### config.mk
export PLATFORM = sky130hd
export DESIGN_NAME = threshold_detector
export DESIGN_NICKNAME = d
export VERILOG_FILES = /design/src/rtl/package_settings.sv /design/src/rtl/threshold_event_report.sv /design/src/rtl/threshold_detector.sv
export SDC_FILE = /design/constraint.sdc
export NUM_CORES = 1
export LEC_CHECK = 0
export BUFFER_PORTS_ARGS = -buffer_cell sky130_fd_sc_hd__buf_2
export CORE_MARGIN = 3
export CORE_UTILIZATION = 25
export DETAILED_ROUTE_END_ITERATION = 8
export GPL_ROUTABILITY_DRIVEN = 0
export PLACE_DENSITY = 0.54
export SYNTH_ARGS = -nofsm -noshare
export SYNTH_HDL_FRONTEND = slang
export SYNTH_SLANG_ARGS = --single-unit
### constraint.sdc
create_clock -name clk -period 7.35 [get_ports clk]
set_input_delay 0.735 -clock clk [delete_from_list [all_inputs] [get_ports clk]]
set_output_delay 0.735 -clock clk [all_outputs]
set_load 0.01 [all_outputs]
### src/rtl/package_settings.sv
// Shared sizes and state encoding for the sample-processing chain.
package package_settings;

   localparam int SIZE_DATA  = 16;
   localparam int SIZE_COUNT = 8;

   typedef enum logic [1:0] {
      IDLE,
      ARMING,
      ACTIVE,
      HOLDOFF
   } threshold_state_t;

endpackage

### src/rtl/threshold_event_report.sv
// Valid/ready holding register for completed-event reports with a sticky drop flag.
module threshold_event_report #(
   parameter int SIZE_PAYLOAD = 8
) (
   input  logic                    clk,
   input  logic                    reset,
   input  logic                    load,
   input  logic [SIZE_PAYLOAD-1:0] load_payload,
   input  logic                    ready,
   output logic                    valid,
   output logic [SIZE_PAYLOAD-1:0] payload,
   output logic                    overflow
);

   always_ff @(posedge clk or negedge reset) begin
      if (!reset) begin
         valid    <= 1'b0;
         payload  <= '0;
         overflow <= 1'b0;
      end else if (load) begin
         // A report accepted on this edge frees the slot for the new one.
         if (!valid || ready) begin
            payload <= load_payload;
            valid   <= 1'b1;
         end else begin
            overflow <= 1'b1;
         end
      end else if (valid && ready) begin
         valid <= 1'b0;
      end
   end

endmodule

### src/rtl/threshold_detector.sv
// Hysteresis threshold event detector with confirmation, holdoff and report register.
// Optional peak capture is enabled by defining THRESHOLD_DETECTOR_PEAK_EN.
module threshold_detector
   import package_settings::*;
#(
   parameter int SIZE_DATA  = package_settings::SIZE_DATA,
   parameter int SIZE_COUNT = package_settings::SIZE_COUNT
) (
   input  logic                         clk,
   input  logic                         reset,
   input  logic signed [SIZE_DATA-1:0]  input_data,
   input  logic                         input_valid,
   input  logic signed [SIZE_DATA-1:0]  threshold_high,
   input  logic signed [SIZE_DATA-1:0]  threshold_low,
   input  logic [SIZE_COUNT-1:0]        confirm_count,
   input  logic [SIZE_COUNT-1:0]        holdoff_count,
   output logic                         event_start,
   output logic                         event_end,
   output logic                         event_active,
   output logic                         event_valid,
   input  logic                         event_ready,
   output logic [SIZE_COUNT-1:0]        event_length,
`ifdef THRESHOLD_DETECTOR_PEAK_EN
   output logic signed [SIZE_DATA-1:0]  peak_data,
`endif
   output logic                         event_overflow
);

`ifdef THRESHOLD_DETECTOR_PEAK_EN
   localparam int SIZE_PAYLOAD = SIZE_COUNT + SIZE_DATA;
`else
   localparam int SIZE_PAYLOAD = SIZE_COUNT;
`endif

   function automatic logic [SIZE_COUNT-1:0] sat_inc(input logic [SIZE_COUNT-1:0] v);
      return (&v) ? v : v + 1'b1;
   endfunction

   function automatic logic signed [SIZE_DATA-1:0] peak_max(
      input logic signed [SIZE_DATA-1:0] a,
      input logic signed [SIZE_DATA-1:0] b);
      return (b > a) ? b : a;
   endfunction

   threshold_state_t        state, state_nxt;
   logic [SIZE_COUNT-1:0]   cnt, cnt_nxt;
   logic [SIZE_COUNT-1:0]   confirm_lat, confirm_nxt;
   logic [SIZE_COUNT-1:0]   holdoff_lat, holdoff_nxt;
   logic [SIZE_COUNT-1:0]   length, length_nxt;
   logic [SIZE_COUNT-1:0]   confirm_eff;
   logic                    start_nxt, end_nxt;
   logic                    above, below;
   logic signed [SIZE_DATA-1:0] peak, peak_nxt;
   logic [SIZE_PAYLOAD-1:0] load_payload, payload;

   assign above       = input_data > threshold_high;
   assign below       = input_data < threshold_low;
   assign confirm_eff = (confirm_count == '0) ? SIZE_COUNT'(1) : confirm_count;

   always_comb begin
      state_nxt   = state;
      cnt_nxt     = cnt;
      confirm_nxt = confirm_lat;
      holdoff_nxt = holdoff_lat;
      length_nxt  = length;
      peak_nxt    = peak;
      start_nxt   = 1'b0;
      end_nxt     = 1'b0;
      if (input_valid) begin
         case (state)
            IDLE: begin
               if (above) begin
                  peak_nxt = input_data;
                  if (confirm_eff == SIZE_COUNT'(1)) begin
                     state_nxt  = ACTIVE;
                     length_nxt = SIZE_COUNT'(1);
                     start_nxt  = 1'b1;
                  end else begin
                     state_nxt   = ARMING;
                     cnt_nxt     = SIZE_COUNT'(1);
                     confirm_nxt = confirm_eff;
                  end
               end
            end
            ARMING: begin
               if (above) begin
                  peak_nxt = peak_max(peak, input_data);
                  if (cnt + 1'b1 == confirm_lat) begin
                     state_nxt  = ACTIVE;
                     length_nxt = confirm_lat;
                     cnt_nxt    = '0;
                     start_nxt  = 1'b1;
                  end else begin
                     cnt_nxt = cnt + 1'b1;
                  end
               end else begin
                  state_nxt = IDLE;
                  cnt_nxt   = '0;
               end
            end
            ACTIVE: begin
               // The exit sample closes the event but is not part of it.
               if (below) begin
                  end_nxt = 1'b1;
                  cnt_nxt = '0;
                  if (holdoff_count == '0) begin
                     state_nxt = IDLE;
                  end else begin
                     state_nxt   = HOLDOFF;
                     holdoff_nxt = holdoff_count;
                  end
               end else begin
                  length_nxt = sat_inc(length);
                  peak_nxt   = peak_max(peak, input_data);
               end
            end
            HOLDOFF: begin
               if (cnt + 1'b1 == holdoff_lat) begin
                  state_nxt = IDLE;
                  cnt_nxt   = '0;
               end else begin
                  cnt_nxt = cnt + 1'b1;
               end
            end
            default: begin
               state_nxt = IDLE;
               cnt_nxt   = '0;
            end
         endcase
      end
   end

   always_ff @(posedge clk or negedge reset) begin
      if (!reset) begin
         state        <= IDLE;
         cnt          <= '0;
         confirm_lat  <= '0;
         holdoff_lat  <= '0;
         length       <= '0;
         peak         <= '0;
         event_start  <= 1'b0;
         event_end    <= 1'b0;
         event_active <= 1'b0;
      end else begin
         state        <= state_nxt;
         cnt          <= cnt_nxt;
         confirm_lat  <= confirm_nxt;
         holdoff_lat  <= holdoff_nxt;
         length       <= length_nxt;
         peak         <= peak_nxt;
         event_start  <= start_nxt;
         event_end    <= end_nxt;
         event_active <= (state_nxt == ACTIVE);
      end
   end

`ifdef THRESHOLD_DETECTOR_PEAK_EN
   assign load_payload = {length, peak};
   assign event_length = payload[SIZE_PAYLOAD-1 -: SIZE_COUNT];
   assign peak_data    = $signed(payload[SIZE_DATA-1:0]);
`else
   assign load_payload = length;
   assign event_length = payload;
`endif

   threshold_event_report #(
      .SIZE_PAYLOAD (SIZE_PAYLOAD)
   ) u_report (
      .clk          (clk),
      .reset        (reset),
      .load         (end_nxt),
      .load_payload (load_payload),
      .ready        (event_ready),
      .valid        (event_valid),
      .payload      (payload),
      .overflow     (event_overflow)
   );

endmodule

---- Word level (Yosys, flattened, before mapping) ----
Index checks and enable logic that the tools add are counted.
storage, ports and cells
  register bits after elaboration ......... 47
  output and inout bits ................... 13
  logic and storage cells ................. 86
cells by class
  bitwise gates (word level) .............. 3
  equality and inequality tests ........... 16
  reduce and logical (&&, ||, !) cells .... 16
  $lt $le $gt $ge ......................... 2
  mux-type cells .......................... 36
  add/subtract/negate cells ............... 2
operator list
  operator                                                count
  two-way mux 8 bit                                       13
  case mux 8 bit (4 select lines)                         1
  case mux 8 bit (3 select lines)                         1
  adder 8 x 1 -> 8 bit (second input constant)            2
  equality test 8 bit                                     2
  greater-than comparator 16 bit                          1
  zero test 8 bit                                         2
  < comparator 16 bit                                     1
  two-way mux 2 bit                                       8
  inequality test 2 bit (second input constant)           8
  AND reduction 8 bit                                     2
  AND reduction 4 bit                                     3
  two-way mux 1 bit                                       11
  equality test 8 x 1 -> 1 bit (second input constant)    1
  case mux 2 bit (4 select lines)                         1
  equality test 2 bit (second input constant)             3
  AND reduction 2 bit                                     3
  inverter 1 bit                                          3
  nonzero test 3 bit                                      1
  equality test 2 x 1 -> 1 bit (second input constant)    1
  zero test 2 bit                                         1
  inequality test 2 x 1 -> 1 bit (second input constant)  1
  case mux 1 bit (2 select lines)                         1
  nonzero test 2 bit                                      1
  3 further kinds                                         3

---- Depth between registers and ports, before layout ----
  depth after elaboration ................. 8
  gate-level depth with buffers ........... 12
  mapped depth without buffers ............ 10

---- Cells and area by module ----
From an unflattened synthesis, not the netlist that was laid out.
unflattened totals
  cell total of the unflattened synthesis .. 416
  area, all modules ....................... 3834.9 um^2
modules (own cells, without submodules)
  module                  cells an instance  sequential area each (um^2)  area an instance (um^2)  times used
  threshold_detector      393                925.9                        3424.5                   1
  threshold_event_report  23                 250.2                        410.4                    1

---- Worst setup path after synthesis ----
Ideal clock, no wire load.
  path kind ............................... in2reg
  start ................................... input threshold_low[5]
  end ..................................... register holdoff_lat[0]
  stages .................................. 10
  setup slack ............................. 4.019 ns
  arrival ................................. 3.207 ns
  required time ........................... 7.225 ns
  buffers on the path ..................... 0
  library setup time ...................... 0.125 ns
  path through ............................ inv_1 ha_1 a21o_1 a21o_1 a32o_1 nor4_1 mux2i_1 nand2_1 nor2_1 mux2_2
on the way
  word-level cells in the longest chain between the ends .. 2
RTL lines
  what                           line                       source
  from (decl)                    threshold_detector.sv:14   input logic signed [SIZE_DATA-1:0] threshold_low,
  < comparator 16 bit            threshold_detector.sv:57   assign below = input_data < threshold_low;
  AND reduction 4 bit (no line)  --
  to (signal assigned)           threshold_detector.sv:148  holdoff_lat <= holdoff_nxt;
  to (decl)                      threshold_detector.sv:48   logic [SIZE_COUNT-1:0] holdoff_lat, holdoff_nxt;
Every way passes these cells.
A chain may end at the register's enable or synchronous reset.

---- Final worst setup path ----
  start ................................... input input_data[1]
  end ..................................... register holdoff_lat[3]
on the way
  word-level cells in the longest chain between the ends .. 2
RTL lines
  what                           line                      source
  from (decl)                    threshold_detector.sv:11  input logic signed [SIZE_DATA-1:0] input_data,
  < comparator 16 bit            threshold_detector.sv:57
  AND reduction 4 bit (no line)  --
Every way passes these cells.

==> impl_results.md <==
* Status: finished, final reports clean
* Number of enable flip-flop cells after synthesis at 0
* Slowest stage delay, CP at 0.71 ns
* GRT Max-Usage Layer: met2
* FF-to-FF End: length[3]
* Sequential share of the synthesized area at 32.76%
* Placeable Area at 13,990 um^2
* Top cell type's share of synthesized area at 32.76%
* Vias/cell at 4.877
* Final Hold Viols at 0
* GRT Total Usage at 11.60%
* Clock Sinks at 47
* Largest net degree at the start of global routing at 48
* Main area contributors after synthesis: dfrtp_1 33%, ha_1 13%, mux2_2 7.2%, inv_1 4.6%, xnor2_1 2.7%
* Cells on worst reg2reg path at 9
* Peak VDD IR at 0.1411 mV
* Reg-to-Reg Start: cnt[0]
* Die area at 15,830 um^2
* Post-synth top cells: 47 x dfrtp_1, 44 x inv_1, 38 x ha_1
* Antenna diodes at 0
* Initial antenna violation count at 0
* Final Setup Violations at 0
* Vias in the first global route at 3,096
* Hold-fix buffers, CTS at 0
* Post-CTS setup buffer count at 0
* Syn-to-layout area delta at 20.18%
* Starting Density at 25.66%
* Worst path bufs/invs at 1
* Top_reg_cell synth: dfrtp_1
* Hold Path Depth at 1
* Synthesized area at 3590 um^2
* TNS Setup at 0 ns
* Minimum clock period at 3.734 ns
* Cts bufs inserted at 5
* Num ports at 81
* Synth Instances at 379
* Slowest-stage cell, CP: mux2i_1
* CP endpoint kind: flop
* Min-Delay Endpoint: u_report.overflow
* Rows at 43
* CP Max Fanout at 8
* Nets at 561
* Worst slew pin tran at 1.073 ns
* Die span in y at 125.8 um
* Cell Pwr Density at 288.9 nW/um^2
* First-pass DRT Iterations at 6
* Port Buffers at 80
* Root buffer cell: clkbuf_16
* Syn. warnings at 0
* Routed Antenna Nets at 0
* Clock buffer depth at 2
* Drt drc at 0
* Clk pin slew, worst setup/hold paths at 0.06 ns
* WP data arrival at 3.90 ns
* Area leader, netlist: dfrtp_1
* CP Cell Sequence: buf_2 > ha_1 > a2111oi_0 > nor3b_1 > nor4_1 > mux2i_1 > nand2_1 > nor2_1 > mux2_2
* Die width at 125.8 um
* Syn Area/Cell at 9.471 um^2
* Worst setup path category: in -> reg
* Ratio of cells with drive above 1 in the final layout at 26.59%
* Clk_lat worst skew at 0.28 ns
* Crit share post-route at 50.81%
* CTS resizes at 0
* TritonCTS clock tree: built
* Final Slew Violations at 0
* Drt total wl at 9.270 mm
* Synth Register Bits at 47
* Inst Count DP at 628
* Critical path's top delay family: simple AND/OR/NAND/NOR gates
* Via count at 3,097
* First-pass GRT wire length at 15.45 mm
* Hold path startpoint: u_report.overflow
* Pleak at 2.115 nW
* FMAX at 0.2678 GHz
* Post-route insts no fill at 635
* MaxCap Viol Count at 0
* Synthesized Nets at 485
* Netlist cell types at 63
* Grt total ovfl at 0
* RSZ-0062 raised after global routing: false
* Met2 Use GR at 17.94%
* Worst setup SP type: input port
* Met3 Use GR at 1.866%
* Half-perimeter wire length after placement at 7.412 mm
* Clk_skew at 0.002196 ns
* Most common cell in the netlist: dfrtp_1
* Max-Slew Margin vs Limit at 28.49%
* Synth async-reset ratio at 100.0%
* Worst R2R Setup Slack at 4.12 ns
* CTS H-tree depth at 2
* Worst Path Required at 7.52 ns
* Hold crit path type: reg -> reg
* 1st-iter DRT viols at 140
* Routed len/inst at 14.60 um
* Grt met1 use at 16.98%
sequential cells by signal (all words and copies together) (netlist names):
name,cells
event_end,1
holdoff_lat,8
u_report.payload,8
event_active,1
u_report.overflow,1
state,2
confirm_lat,8
length,8
u_report.valid,1
event_start,1
cnt,8
per-layer routing:
layer / up-vias / routed length [um]
met5: - / 0
met4: 0 / 57
met3: 2 / 624
met2: 104 / 3996
met1: 1457 / 4591
li1: 1534 / -
worst max path at each step:
stage,start,to,slack (ns),depth (start not counted)
finish,input_data[1],holdoff_lat[3],3.62,9
global placement,input_data[13],holdoff_lat[3],3.52,10
floorplan,threshold_low[5],holdoff_lat[0],4.02,10
detailed placement,input_data[1],holdoff_lat[5],3.41,9
global route,input_data[1],holdoff_lat[3],3.42,9
CTS,input_data[13],holdoff_lat[5],3.68,10
area by class of cell:
cell class / count / area, um^2
repair buffers: 80 / 400.4
multi-input cells: 277 / 2188
well taps: 180 / 225.2
inverters: 44 / 165.2
fillers: 1475 / 9674
flip-flops and latches: 47 / 1176
clock inverters: 1 / 30.03
clock buffers: 6 / 128.9
placed cells by master, fill, tap and decap left out, drive strengths merged, types with 6 or more instances in the layout:
| cell type | synthesis | routed |
|---|---|---|
| mux2 | 23 | 23 |
| nand3 | 7 | 7 |
| nor2b | 7 | 7 |
| a21oi | 12 | 12 |
| nor4 | 8 | 8 |
| nor3 | 9 | 9 |
| and3 | 8 | 8 |
| buf | 5 | 80 |
| nand2 | 23 | 23 |
| ha | 38 | 38 |
| dfrtp | 47 | 47 |
| xor2 | 7 | 7 |
| xnor2 | 11 | 11 |
| nor2 | 18 | 18 |
| clkbuf | 6 | 6 |
| a22o | 6 | 6 |
| inv | 44 | 44 |
| nand4 | 9 | 9 |
| o21ai | 24 | 24 |
kinds of logic after synthesis:
family	after synthesis	share of synthesized area (%)
and+or+nand+nor	109	17.67
AOI/OAI and AO/OA	87	17.53
buffers and inverters	55	6.274
DFF	47	32.76
adders and majority gates	38	13.25
muxes	24	7.494
xor gates and xnor gates	19	5.019
per-stage QoR:
| stage | total power, mW | hold WS [ns] | setup WS, ns | cell area, um^2 | util, % |
|---|---|---|---|---|---|
| floorplan | 0.8400 | 0.4394 | 4.019 | 3590 | - |
| global placement | 0.9917 | 0.4419 | 3.524 | 4155 | 29.70 |
| detailed placement | 1.005 | 0.4558 | 3.412 | 4155 | 29.70 |
| CTS | 1.259 | 0.4707 | 3.685 | 4314 | 30.84 |
| global route | 1.349 | 0.4953 | 3.416 | 4314 | 30.84 |
| finish | 1.247 | 0.4597 | 3.616 | 4314 | 30.84 |
power by group:
group / switching, mW / internal [mW]
Combinational: 0.293 / 0.247
Sequential: 0.102 / 0.355
Clock: 0.0913 / 0.159
Note: power is estimated with default switching activity, not from simulation.
